**config.mk**
```make
export PLATFORM = sky130hd
export DESIGN_NAME = conv_sched
export DESIGN_NICKNAME = d
export VERILOG_FILES = /design/src/rtl/conv_sched.sv
export SDC_FILE = /design/constraint.sdc
export NUM_CORES = 1
export LEC_CHECK = 0
export BUFFER_PORTS_ARGS = -buffer_cell sky130_fd_sc_hd__clkbuf_2
export CAP_MARGIN = 15
export CELL_PAD_IN_SITES_DETAIL_PLACEMENT = 1
export CELL_PAD_IN_SITES_GLOBAL_PLACEMENT = 1
export CORE_UTILIZATION = 50
export DETAILED_ROUTE_END_ITERATION = 7
export PLACE_DENSITY_LB_ADDON = 0.3
export SLEW_MARGIN = 25
export SYNTH_ARGS = -nofsm -noshare
export SYNTH_HDL_FRONTEND = slang
export SYNTH_SLANG_ARGS = --single-unit
export TNS_END_PERCENT = 10
```
**constraint.sdc**
```tcl
create_clock -name i_clk -period 6.1 [get_ports i_clk]
set_input_delay 0.915 -clock i_clk [delete_from_list [all_inputs] [get_ports i_clk]]
set_output_delay 0.915 -clock i_clk [all_outputs]
set_load 0.02 [all_outputs]
```
**src/rtl/conv_sched.sv**
```systemverilog
// Layer sequencer for the 9x18 MAC array: weight load, accumulate, drain, done.
// Phase codes on o_current_state: IDLE=000 LOAD_W=001 ACC=010 DRAIN=011 DONE=100.
module conv_sched #(
  parameter int IC_W                = 6,
  parameter int PIX_W               = 12,
  parameter int MULT_PIPELINE_STAGE = 2,
  parameter int ADDER_LAT           = 3
) (
  input  logic             i_clk,
  input  logic             i_rst,
  input  logic             i_start,
  input  logic             i_abort,
  input  logic [IC_W-1:0]  i_cfg_ic_groups,
  input  logic [PIX_W-1:0] i_cfg_pixels,
  input  logic             i_stall,
  output logic             o_wgt_req,
  input  logic             i_wgt_ack,
  output logic [2:0]       o_current_state,
  output logic             o_state_rst,
  output logic             o_adder_rst,
  output logic             o_mac_en,
  output logic             o_out_valid,
  output logic [PIX_W-1:0] o_pix_idx,
  output logic             o_busy,
  output logic             o_done
);

  localparam int LAT = MULT_PIPELINE_STAGE + ADDER_LAT;
  localparam int DW  = $clog2(LAT + 1);

  typedef enum logic [2:0] {
    S_IDLE   = 3'b000,
    S_LOAD_W = 3'b001,
    S_ACC    = 3'b010,
    S_DRAIN  = 3'b011,
    S_DONE   = 3'b100
  } state_t;

  state_t           r_state;
  state_t           w_state_nxt;
  logic [IC_W-1:0]  r_cfg_ic;
  logic [PIX_W-1:0] r_cfg_pix;
  logic [IC_W-1:0]  r_g;
  logic [PIX_W-1:0] r_p;
  logic [DW-1:0]    r_drain_cnt;
  logic [LAT-1:0]   r_vld;
  logic [PIX_W-1:0] r_pix [LAT];
  logic             r_state_rst;

  logic w_abort;
  logic w_issue;
  logic w_grp_last;
  logic w_pix_last;

  assign w_abort    = i_abort && (r_state != S_IDLE);
  assign w_grp_last = (r_g == r_cfg_ic);
  assign w_pix_last = (r_p == r_cfg_pix);

  // Abort wins over every transition and suppresses this cycle's strobes.
  always_comb begin
    w_state_nxt = r_state;
    w_issue     = 1'b0;
    case (r_state)
      S_IDLE: begin
        if (i_start) w_state_nxt = S_LOAD_W;
      end
      S_LOAD_W: begin
        if (i_wgt_ack) w_state_nxt = S_ACC;
      end
      S_ACC: begin
        if (!i_stall) begin
          w_issue = 1'b1;
          if (w_grp_last && w_pix_last) w_state_nxt = S_DRAIN;
        end
      end
      S_DRAIN: begin
        if (r_drain_cnt == '0) w_state_nxt = S_DONE;
      end
      S_DONE: begin
        w_state_nxt = S_IDLE;
      end
      default: begin
        w_state_nxt = S_IDLE;
      end
    endcase
    if (w_abort) begin
      w_state_nxt = S_IDLE;
      w_issue     = 1'b0;
    end
  end

  always_ff @(posedge i_clk or posedge i_rst) begin
    if (i_rst) begin
      r_state     <= S_IDLE;
      r_state_rst <= 1'b0;
    end else begin
      r_state     <= w_state_nxt;
      r_state_rst <= (r_state != S_IDLE) && (w_state_nxt == S_IDLE);
    end
  end

  always_ff @(posedge i_clk or posedge i_rst) begin
    if (i_rst) begin
      r_cfg_ic  <= '0;
      r_cfg_pix <= '0;
    end else if (r_state == S_IDLE && i_start) begin
      r_cfg_ic  <= i_cfg_ic_groups;
      r_cfg_pix <= i_cfg_pixels;
    end
  end

  always_ff @(posedge i_clk or posedge i_rst) begin
    if (i_rst) begin
      r_g <= '0;
      r_p <= '0;
    end else if (w_abort || r_state != S_ACC) begin
      r_g <= '0;
      r_p <= '0;
    end else if (w_issue) begin
      if (w_grp_last) begin
        r_g <= '0;
        r_p <= r_p + 1'b1;
      end else begin
        r_g <= r_g + 1'b1;
      end
    end
  end

  // Drain length equals LAT so the final result lands in the last DRAIN cycle.
  always_ff @(posedge i_clk or posedge i_rst) begin
    if (i_rst) begin
      r_drain_cnt <= '0;
    end else if (w_abort) begin
      r_drain_cnt <= '0;
    end else if (r_state == S_ACC && w_state_nxt == S_DRAIN) begin
      r_drain_cnt <= DW'(LAT - 1);
    end else if (r_state == S_DRAIN && r_drain_cnt != '0) begin
      r_drain_cnt <= r_drain_cnt - 1'b1;
    end
  end

  // Result delay line keeps shifting through stalls.
  always_ff @(posedge i_clk or posedge i_rst) begin
    if (i_rst) begin
      r_vld <= '0;
      for (int i = 0; i < LAT; i++) r_pix[i] <= '0;
    end else if (w_abort) begin
      r_vld <= '0;
      for (int i = 0; i < LAT; i++) r_pix[i] <= '0;
    end else begin
      r_vld[0] <= w_issue && w_grp_last;
      r_pix[0] <= r_p;
      for (int i = 1; i < LAT; i++) begin
        r_vld[i] <= r_vld[i-1];
        r_pix[i] <= r_pix[i-1];
      end
    end
  end

  assign o_current_state = r_state;
  assign o_busy          = (r_state != S_IDLE);
  assign o_wgt_req       = (r_state == S_LOAD_W);
  assign o_mac_en        = w_issue;
  assign o_adder_rst     = w_issue && (r_g == '0);
  assign o_out_valid     = r_vld[LAT-1] && !w_abort;
  assign o_pix_idx       = r_pix[LAT-1];
  assign o_done          = (r_state == S_DONE) && !w_abort;
  assign o_state_rst     = r_state_rst;

endmodule

```
* After elaboration in Yosys (flattened, before gate mapping)
Cells that the tools add are included.
Word-level totals: bits in latches 0, memories 0, logic and storage cells 67, memory bits (writable) 0, input bits 24, output and inout bits 22, register bits 108, bits in read-only memories 0
Operators by class: equal/unequal tests 8, div/mod/pow operators 0, reductions and logical operators 22, bitwise gates (word level) 0, multiply operators 0, add/subtract/negate cells 3, shift operators 0, order comparisons 0, muxes and demuxes 21
Operator list (count):
- $mux 60 | 1
- $mux 12 | 3
- $mux 3 | 9
- $mux 6 | 3
- $add 12x1->12 const B | 1
- $eq 12x12->1 | 1
- $pmux 3 s4 | 1
- $logic_and 1x1->1 | 10
- $eq 3x2->1 const B | 3
- $logic_not 3->1 | 3
- $reduce_bool 3->1 | 3
- $add 6x1->6 const B | 1
- $eq 6x6->1 | 1
- $logic_not 6->1 | 1
- $mux 5 | 1
- $reduce_bool 2->1 | 2
- $eq 3x1->1 const B | 1
- $eq 3x3->1 const B | 1
- $mux 1 | 3
- $ne 3x2->1 const B | 1
- $sub 3x1->3 const B | 1
- $reduce_and 2->1 | 1
- $logic_not 1->1 | 1
- $logic_or 1x1->1 | 1

* Longest topological paths before layout
Gate-level depths: netlist of run 1.
depth after elaboration 10, mapped depth 7, mapped depth without buffers 6

* Worst setup path after synthesis of run 1
No wires, ideal clock.
path kind input to output, start point input port i_abort, end point output port o_adder_rst, required time 5.185 ns, path buffers 1, stages on the path 4, setup slack 2.957 ns, data arrival time 2.228 ns, cell sequence or4b_4 clkbuf_1 nor2_2 and3_1
Between the ends: word-level cells in the longest chain between the ends 3
Ends and longest elaborated chain:
- start: declaration | line 12 | input logic i_abort,
- $logic_and 1x1->1 | line 55 | assign w_abort = i_abort && (r_state != S_IDLE);
- $mux 1 | line 86 | if (w_abort) begin
- net o_mac_en | line 21 | output logic o_mac_en,
- $logic_and 1x1->1 | line 164 | assign o_adder_rst = w_issue && (r_g == '0);
- end: declaration | line 20 | output logic o_adder_rst,
The timed path passes the listed nets, and every way through them passes these cells.

* Worst setup path in the final report of run 1
start point input port i_abort, end point output port o_adder_rst
Between the ends: word-level cells in the longest chain between the ends 3
Ends and longest elaborated chain (line):
- $logic_and 1x1->1 | 55
- $mux 1 | 86
- $logic_and 1x1->1 | 164
Every way passes these cells.

==> results.md, run 1 <==
* DR WL/cell at approximately 16 um
* Hold path depth at 1
* Setup violators final at 0
* Post-synth top cells: 108 x dfrtp_1, 66 x nor2b_1, 19 x mux2_2
* Syn Area/Cell at roughly 12 um^2
* Clk Latency, worst-skew pair at ~0.36 ns
* Ys Warns at 0
* Wire length of the first global-routing pass at 14.45 mm
* Post-CTS sizing at 0
* Die Area at around 0.0095 mm^2
* Syn nets at between 400 and 500
* Synthesized area at 0.004539 mm^2
* Placed cell count at 502
* CTS tree: built
* Peak supply drop at between 150 and 200 uV
* Fin. max-slew vios at 0
* Largest cells by area after synthesis: dfrtp_1 60%, nor2b_1 9.1%, mux2_2 4.7%, xnor2_1 2.7%, buf_4 2.0%
* Mapped Cells at about 380
* Minimum clock period at between 3 and 4 ns
* Slowest CP cell: or4b_4
* Relative slew slack at around 46%
* Initial antenna violation count at 0
* Num CTS Buffers at 9
* Post-route cell area at 0.004943 mm^2
* Die height at approximately 97 um
* Core area at 0.008763 mm^2
* Ant diodes at 0
* Die X at 97.28 um
* Flop pwr share at between 50% and 60%
* Max Clock Freq at roughly 320 MHz
* DRT Wirelength at approximately 8.3 mm
* Comb power frac at between 20% and 30%
* Startpoint Class: input port
* Async SR Flop Fraction at 100.0%
* Clk buf depth at 2
* Antenna Nets Post-Route at 0
* DRC errors left at 0
* GRT Overall Usage at 19.28%
* Period utilisation layout at a little over 50%
* Most frequent CP cell: clkbuf_2
* Cells along the critical path: clkbuf_2 -> or4b_4 -> nor2_2 -> and3_1 -> clkbuf_2
* Count of different cell masters after synthesis at 50
* Max FO, Critical Path at 11
* Clock power frac at about a quarter
* Top-area cell type share of the netlist area at around three fifths
* Clk_skew at ~0.011 ns
* Hold Slack at between 0.4 and 0.5 ns
* Row count at 34
* PD cells at 321.6 mW/mm^2
* Setup Fix Bufs, Post-CTS at 0
* Maximum Capacitance Violations at 0
* Final Hold Vio Count at 0
* Sw frac at 31.92%
* Crit path from: i_abort
* Yosys top cell by area: dfrtp_1
* EDFF count, synth at 0
* CP Class: input port to output port
* Final Non-Filler Cells at 518
* First-iteration detailed-routing DRC count at 80
* Post-CTS Hold Fix Bufs at 0
* Vias per inst at 5.469
* Setup TNS at 0 ns
* Primary flip-flop cell chosen by synthesis mapping: dfrtp_1
* Htree depth at 3
* Io pins at 46
* Initial Util at 51.80%
* Critical path capture point type: output port
* CP peak stage delay at 0.61 ns
* WP data arrival at 2.22 ns
* Most instantiated library cell after synthesis: dfrtp_1
* Leak at around 2.4 nW
* Detailed-route via count at ~2800
* Number of global-route vias before repair at approximately 2900
* Fill cells at a little over 900
* Worst-path clk slew at ~0.10 ns
* Port bufs at between 40 and 50
* Root Buffer: clkbuf_8
* Grt total ovfl at 0
* Largest net degree at the start of global routing at 85
* Area after DPL at between 0.004 and 0.005 mm^2
* Hold Path Class: flip-flop to flip-flop
* Min-delay src: r_pix[44]
* Layout cells sized above 1 at a little over a fifth
* Worst-Margin Slew at between 0.8 and 0.9 ns
* Net Switching at 0.5074 mW
* Detailed-placement wirelength estimate at between 5 and 6 mm
* Detailed Routing Iterations Pass 1 at 4
* CTS sink cnt at ~110
* GP Congestion at 0.8441
* P&R area growth vs syn at 8.903%
* CP required at just over 5 ns
* Layout Nets at around 430
* Reg2reg start: o_current_state[2]
* Sequential fraction of the synthesis area at 59.54%
* RSZ-0062 raised after global routing: false
* Synthesis-stage register bit count at around 110
* Status: complete, no violations
* Internal power at roughly 1.1 mW
* R2R cell count at 4
## cell type report
cell class              count  area [um^2]  share of cell area (%)
flip-flops and latches    108         2703                   54.67
multi-input cells         226         1617                   32.70
repair buffers             49        259.0                   5.239
well taps                 108        135.1                   2.733
clock buffers              10        127.6                   2.582
clock inverters             6        58.81                   1.190
inverters                  11        43.79                  0.8859
## metal layers
layer / GRT usage (%) / wire length [um] / vias to the layer above
met3: 2.806 / 257 / 10
li1: - / - / 1326
met2: 33.26 / 4268 / 62
met5: 0 / 0 / -
met4: 7.466 / 113 / 0
met1: 24.65 / 3676 / 1435
## state kept, by name, summed over array words and instances (netlist names)
signal,flops
r_vld,5
o_current_state,3
r_drain_cnt,3
r_cfg_ic,6
r_p,12
o_state_rst,1
r_cfg_pix,12
r_g,6
o_pix_idx,12
r_pix,48
## power by group through the flow
stage / Clock [mW] / Sequential [mW] / Combinational (mW)
final: 0.409 / 0.844 / 0.337
after global routing: 0.451 / 0.855 / 0.376
after CTS: 0.422 / 0.846 / 0.342
after detailed placement: 0 / 0.861 / 0.341
after global placement: 0 / 0.853 / 0.324
after floorplan: 0 / 0.844 / 0.267
## worst paths after layout
path / to / slack [ns]
max: o_adder_rst / 2.97
min: r_pix[32] / 0.47
max reg2reg: r_p[10] / 3.68
min reg2reg: r_pix[32] / 0.47
max in group asynchronous: r_p[2] / 4.58
min in group asynchronous: r_g[2] / 0.49
## per-stage QoR
stage | setup slack (ns) | total power [mW] | utilization (%)
after floorplan | 2.339 | 1.111 | -
after CTS | 2.974 | 1.611 | 56.37
after global routing | 2.912 | 1.682 | 56.41
final | 2.968 | 1.590 | 56.41
after detailed placement | 2.978 | 1.202 | 54.24
after global placement | 3.026 | 1.177 | 54.24
## worst max-delay path: cells and delay by family
family                 cells  cell delay, ns
AND/OR/NAND/NOR            3            1.01
buffers and inverters      2            0.29
## layout by cell type (no fill, tap or decap), types with 3 or more instances in the layout
master / Yosys / routed
or3_1: 6 / 6
clkbuf_2: 0 / 45
and3_1: 4 / 4
nor3_1: 3 / 3
a41o_1: 4 / 4
dfrtp_1: 108 / 108
clkbuf_8: 0 / 9
a21oi_1: 8 / 8
or4_1: 4 / 4
inv_1: 11 / 10
mux2_2: 19 / 19
nand4_1: 4 / 4
nand2_1: 17 / 17
ha_1: 5 / 5
o21ai_0: 7 / 7
nor2b_1: 66 / 66
nor4_1: 4 / 4
nor4b_1: 4 / 4
nand3_1: 6 / 6
xnor2_1: 14 / 14
buf_4: 12 / 3
nor2_1: 6 / 6
mux2i_1: 3 / 3
xor2_1: 6 / 6
## cell families (layout without fill, tap and decap cells)
| family | count (synthesis) | in the layout | share of synthesized area (%) |
|---|---|---|---|
| flip-flops | 108 | 108 | 59.54 |
| AO/OA/AOI/OAI | 39 | 39 | 5.981 |
| XOR/XNOR | 20 | 20 | 3.859 |
| AND/OR/NAND/NOR | 140 | 140 | 18.99 |
| adder cells (fa/ha/maj) | 5 | 5 | 1.378 |
| multiplexers | 22 | 22 | 5.375 |
| buffers and inverters | 44 | 76 | 4.879 |
Note: power is estimated with default switching activity, not from simulation.
==> run 2: changes to the inputs <==
Settings changed: ABC_AREA set to 1, CORE_UTILIZATION 50 to 45.
Clock period 6.1 ns to 3.1 ns, I/O delays scaled along.
==> results.md, run 2 <==
* Area after DPL at 0.004867 mm^2 (+2.4%)
* Number of global-route vias before repair at 3233 (+9.7%)
* CTS tree: built
* Wire length of the first global-routing pass at 15.57 mm (+7.7%)
* RSZ-0062 raised after global routing: false
* Startpoint Class: flip-flop
* End of the critical path: o_adder_rst
* GRT Overall Usage at 19.75% (+0.48 points)
* Syn nets at 542 (+33%)
* Reg2reg start: o_current_state[1]
* Ys Warns at 0 (unchanged)
* CTS sink cnt at 108 (unchanged)
* Grt total ovfl at 0 (unchanged)
* Post-CTS Hold Fix Bufs at 0 (unchanged)
* Setup Fix Bufs, Post-CTS at 0 (unchanged)
* Die Area at 0.01055 mm^2 (+11%)
* Worst-path clk slew at 0.10 ns (about the same)
* RR Endpoint: r_cfg_pix[3]
* Hold Path Class: input port to async pin
* Post-CTS sizing at 0 (unchanged)
* Total power at 3.460 mW (+120%)
* Core area at 0.009819 mm^2 (+12%)
* Layout cells sized above 1 at 15.32% (-6.6 points)
* Detailed-route via count at 3216 (+14%)
* Count of different cell masters after synthesis at 30 (-40%)
* WP data arrival at 1.72 ns (-0.50 ns)
* Critical path capture point type: output port
* Met1 Routed Length at 4.272 mm (+16%)
* Post-route cell area at 0.005065 mm^2 (+2.5%)
* Vias per inst at 4.674 (-15%)
* R2r setup slk at 1.16 ns (-2.52 ns)
* Antenna Nets Post-Route at 0 (unchanged)
* CP Class: flip-flop to output port
* Status: complete, no violations
* PD cells at 683.1 mW/mm^2 (+110%)
* Async SR Flop Fraction at 100.0% (unchanged)
* First-iteration detailed-routing DRC count at 108 (+35%)
* Relative slew slack at 46.86% (+0.84 points)
* Ant diodes at 0 (unchanged)
* Root Buffer: clkbuf_8
* Mapped Cells at 513 (+36%)
* Htree depth at 3 (unchanged)
* DRC errors left at 0 (unchanged)
* Period utilisation layout at between 70% and 80%
* DRT Wirelength at 9.328 mm (+12%)
* Synthesis-stage register bit count at 108 (unchanged)
* Die X at 102.7 um (+5.6%)
* Fin. max-slew vios at 0 (unchanged)
* Port bufs at 45 (unchanged)
* Final Non-Filler Cells at 688 (+33%)
* Largest Register: r_pix
* Most instantiated library cell after synthesis: dfrtp_1
* Largest cells by area after synthesis: dfrtp_1 59%, inv_1 8.5%, nand2_1 7.6%, nor2_1 7.5%, o21ai_0 2.7%
* Clk Latency, worst-skew pair at 0.37 ns (about the same)
* Minimum clock period at about 2.2 ns
* Sequential fraction of the synthesis area at 59.21% (-0.33 points)
* Maximum Capacitance Violations at 0 (unchanged)
* CP required at 2.63 ns (-2.55 ns)
* Syn Area/Cell at 8.897 um^2 (-26%)
* Synthesized area at 0.004564 mm^2 (+0.55%)
* R2R cell count at 6 (+2)
* Largest net degree at the start of global routing at 67 (-21%)
* Yosys top cell by area: dfrtp_1
* WL met3 at 258 um (+0.39%)
* Detailed Routing Iterations Pass 1 at 4 (unchanged)
* Max reg flops at 48 (unchanged)
* Placed cell count at 673 (+34%)
* Layout Nets at 580 (+34%)
* Peak supply drop at 328.9 uV (+110%)
* Uppermost layer routed: met4
* Top-area cell type share of the netlist area at 59.21% (-0.33 points)
* Setup TNS at 0 ns (unchanged)
* Primary flip-flop cell chosen by synthesis mapping: dfrtp_1
* Post-synth top cells: 108 x dfrtp_1, 103 x inv_1, 93 x nand2_1
* Die height at 102.7 um (+5.6%)
* Worst-Margin Slew at 0.7962 ns (-0.01111 ns)
* Clk_skew at 0.01059 ns (-0.0008314 ns)
* Most frequent cells in the layout: 108 x dfrtp_1, 101 x inv_1, 93 x nand2_1
* Initial antenna violation count at 0 (unchanged)
* Crit path from: o_current_state[1]
* Detailed-placement wirelength estimate at 6.709 mm (+16%)
* Row count at 36 (+5.9%)
* Clk buf depth at 2 (unchanged)
* Initial Util at 46.48% (-5.3 points)
* Setup violators final at 0 (unchanged)
* EDFF count, synth at 0 (unchanged)
* Max Clock Freq at 457.3 MHz
* Leak at 2.561 nW (+7.6%)
* WL met2 at 4.616 mm (+8.2%)
* GP Congestion at 0.8779 (+4.0%)
* Max FO, Critical Path at 5 (-6)
* Final Hold Vio Count at 0 (unchanged)
* P&R area growth vs syn at 10.96%
* Num CTS Buffers at 9 (unchanged)
* DR WL/cell at 13.56 um (-16%)
* Io pins at 46 (unchanged)
* Commonest non-fill, non-tap cell in the layout: dfrtp_1
* Post-Route Utilization at 51.58% (-4.8 points)
[run 2: report_power, final]
| group | internal, mW | total (mW) | leakage [nW] | switching [mW] |
|---|---|---|---|---|
| sequential | 1.56 | 1.65 | 1.47 | 0.0931 |
| clock | 0.394 | 0.864 | 0.0987 | 0.469 |
| combinational | 0.274 | 0.943 | 0.988 | 0.669 |
[run 2: metrics by stage]
stage	hold WS [ns]	setup WS (ns)
final	0.04141	0.9131
after global routing	0.05431	0.7631
after CTS	0.03200	0.8943
after detailed placement	0.4512	1.153
after global placement	0.4367	1.323
after floorplan	0.4481	1.036
[run 2: layout make-up]
class	count	area, um^2
clock buffers	10	137.6
fillers	1188	4755
flip-flops and latches	108	2703
well taps	133	166.4
repair buffers	49	267.8
clock inverters	5	60.06
multi-input cells	275	1308
inverters	108	422.9
[run 2: worst max-delay path: stages (launching register included)]
cell and delay, ns:
dfrtp_1 0.45, nor2_1 0.17, nand2_2 0.11, nand2_4 0.11, nand2_4 0.09, nor4_1 0.20, clkbuf_2 0.22
[run 2: kinds of logic (layout without fill, tap and decap cells)]
group	count (synthesis)	in the layout	synth area share [%]
AO/OA/AOI/OAI	42	42	4.989
XOR/XNOR	9	9	1.727
AND/OR/NAND/NOR	218	218	20.31
flip-flops	108	108	59.21
multiplexers	1	1	0.2467
buffers and inverters	130	172	12.14
adder cells (fa/ha/maj)	5	5	1.371
[run 2: worst min-delay path by stage]
stage                          from      endpoint  slack (ns)  cells past startpoint
after floorplan           r_pix[12]  o_pix_idx[0]        0.45                      2
after global placement        i_rst      r_vld[2]        0.44                      2
after detailed placement      i_rst      r_vld[2]        0.45                      2
after CTS                     i_rst      r_vld[4]        0.03                      2
after global routing          i_rst      r_vld[4]        0.05                      2
final                         i_rst      r_vld[4]        0.04                      2
[run 2: routing by layer]
layer,vias to the layer above,GRT usage [%]
li1,1581,-
met1,1572,25.56
met2,51,32.51
met3,12,3.797
met4,0,8.462
met5,-,0
==> run 3: changes to the inputs <==
Clock period 3.1 ns to 2.15 ns, I/O delays scaled along.
==> results.md, run 3 (synthesized netlist as in run 2, its figures left out) <==
* Status: complete, no violations
* Port bufs at 45 (unchanged)
* GRT Overall Usage at 21.37% (+1.6 points)
* Vias per inst at 4.711 (+0.77%)
* PD cells at 999.5 mW/mm^2 (+46%)
* Die X at 102.7 um (unchanged)
* Final WS setup at 0.1162 ns (-0.7969 ns)
* Minimum clock period at just over 2 ns
* RSZ-0062 raised after global routing: false
* Hold Path Class: input port to async pin
* RR Endpoint: r_p[10]
* Initial antenna violation count at 0 (unchanged)
* Wire length of the first global-routing pass at 16.75 mm (+7.6%)
* CTS sink cnt at 108 (unchanged)
* First-iteration detailed-routing DRC count at 77 (-29%)
* End of the critical path: o_adder_rst
* Sequential Area at 0.002703 mm^2 (unchanged)
* Antenna Nets Post-Route at 0 (unchanged)
* DRT Wirelength at 10.03 mm (+7.5%)
* Layout Nets at 582 (+0.34%)
* Initial Util at 46.48% (unchanged)
* Core area at 0.009819 mm^2 (unchanged)
* Grt total ovfl at 0 (unchanged)
* Critical path capture point type: output port
* R2R cell count at 8 (+2)
* GP Congestion at 0.8304 (-5.4%)
* Area of the multi-input gates at 0.001308 mm^2 (unchanged)
* Setup Fix Bufs, Post-CTS at 0 (unchanged)
* Clk Latency, worst-skew pair at 0.38 ns (about the same)
* Final Hold Vio Count at 0 (unchanged)
* Die Area at 0.01055 mm^2 (unchanged)
* R2r setup slk at 0.43 ns (-0.73 ns)
* DRC errors left at 0 (unchanged)
* Fin. max-slew vios at 0 (unchanged)
* Worst-path clk slew at 0.12 ns (+0.02 ns)
* CP Class: flip-flop to output port
* Leak at 2.583 nW (+0.85%)
* Setup TNS at 0 ns (unchanged)
* CTS tree: built
* Number of global-route vias before repair at 3372 (+4.3%)
* Post-CTS Hold Fix Bufs at 0 (unchanged)
* Setup violators final at 0 (unchanged)
* P&R area growth vs syn at 11.84%
* Detailed-placement wirelength estimate at 7.296 mm (+8.8%)
* Largest net degree at the start of global routing at 42 (-37%)
* Peak supply drop at 455.7 uV (+39%)
* Hold Slack at 0.01959 ns (-0.02182 ns)
* Detailed-route via count at 3255 (+1.2%)
* CP required at 1.83 ns (-0.80 ns)
* WP data arrival at 1.71 ns (about the same)
* Post-CTS sizing at 0 (unchanged)
* Max reg flops at 48 (unchanged)
* DR WL/cell at 14.51 um (+7.0%)
* Clk buf depth at 2 (unchanged)
* Ant diodes at 0 (unchanged)
* Htree depth at 3 (unchanged)
* Total power at 5.102 mW (+47%)
* Post-route cell area at 0.005105 mm^2 (+0.79%)
* Die height at 102.7 um (unchanged)
* Commonest non-fill, non-tap cell in the layout: dfrtp_1
* Most frequent cells in the layout: 108 x dfrtp_1, 100 x inv_1, 93 x nand2_1
* Area after DPL at 0.004895 mm^2 (+0.57%)
* Maximum Capacitance Violations at 0 (unchanged)
* Detailed Routing Iterations Pass 1 at 4 (unchanged)
* Num CTS Buffers at 9 (unchanged)
* Worst-Margin Slew at 0.6864 ns (-0.1098 ns)
* Row count at 36 (unchanged)
* Startpoint Class: flip-flop
* Reg2reg start: r_p[0]
* Max Clock Freq at approximately 490 MHz
* Pre-CTS setup slack at 0.4832 ns (-0.6702 ns)
* Period utilisation layout at 94.59%
* Crit path from: o_current_state[0]
* Largest Register: r_pix
* Clk_skew at 0.01868 ns (+0.008095 ns)
* Max FO, Critical Path at 6 (+1)
* Relative slew slack at 54.14% (+7.3 points)
* Layout cells sized above 1 at 15.95% (+0.63 points)
* Root Buffer: clkbuf_8
* Fill cells at 1204 (+1.3%)
* Io pins at 46 (unchanged)
[run 3: how the worst min path moves through the flow]
stage / endpoint / slack [ns] / cells after the start
floorplan: r_cfg_ic[0] / 0.44 / 2
global placement: r_vld[2] / 0.45 / 2
detailed placement: r_vld[2] / 0.46 / 2
CTS: r_p[11] / 0.03 / 2
global route: r_vld[2] / 0.06 / 2
finish: r_vld[2] / 0.02 / 2
[run 3: routing by layer]
metal	vias to the layer above	track usage, %	share of wire [%]
li1	1588	-	-
met1	1604	28.30	46
met2	50	35.79	51
met3	13	4.271	2.5
met4	0	5.934	1.2
met5	-	0	0
[run 3: where the power goes]
part	switching [mW]	internal [mW]	total, mW
registers	0.147	2.25	2.40
clock network	0.805	0.478	1.28
logic	1.00	0.418	1.42
total	1.96	3.15	5.10
[run 3: cell type report]
cell class	count	area share (%)
clock buffers	9	2.426
clock inverters	7	1.691
flip-flops and latches	108	52.94
inverters	108	8.284
repair buffers	51	5.784
multi-input cells	275	25.61
well taps	133	3.260
[run 3: stage by stage]
| stage | utilization, % | cells |
|---|---|---|
| 2_1_floorplan | - | 513 |
| 5_1_grt | 51.99 | 691 |
| 3_5_place_dp | 49.85 | 675 |
| 4_1_cts | 51.99 | 691 |
| 6_report | 51.99 | 691 |
| 3_3_place_gp | 49.85 | 675 |
[run 3: critical path, stage by stage, from the launching register on]
cell and delay, ns:
dfrtp_1 0.46, nor2_1 0.15, nand2_2 0.11, nand2_4 0.12, nand2_4 0.09, nor4_1 0.19, clkbuf_2 0.22
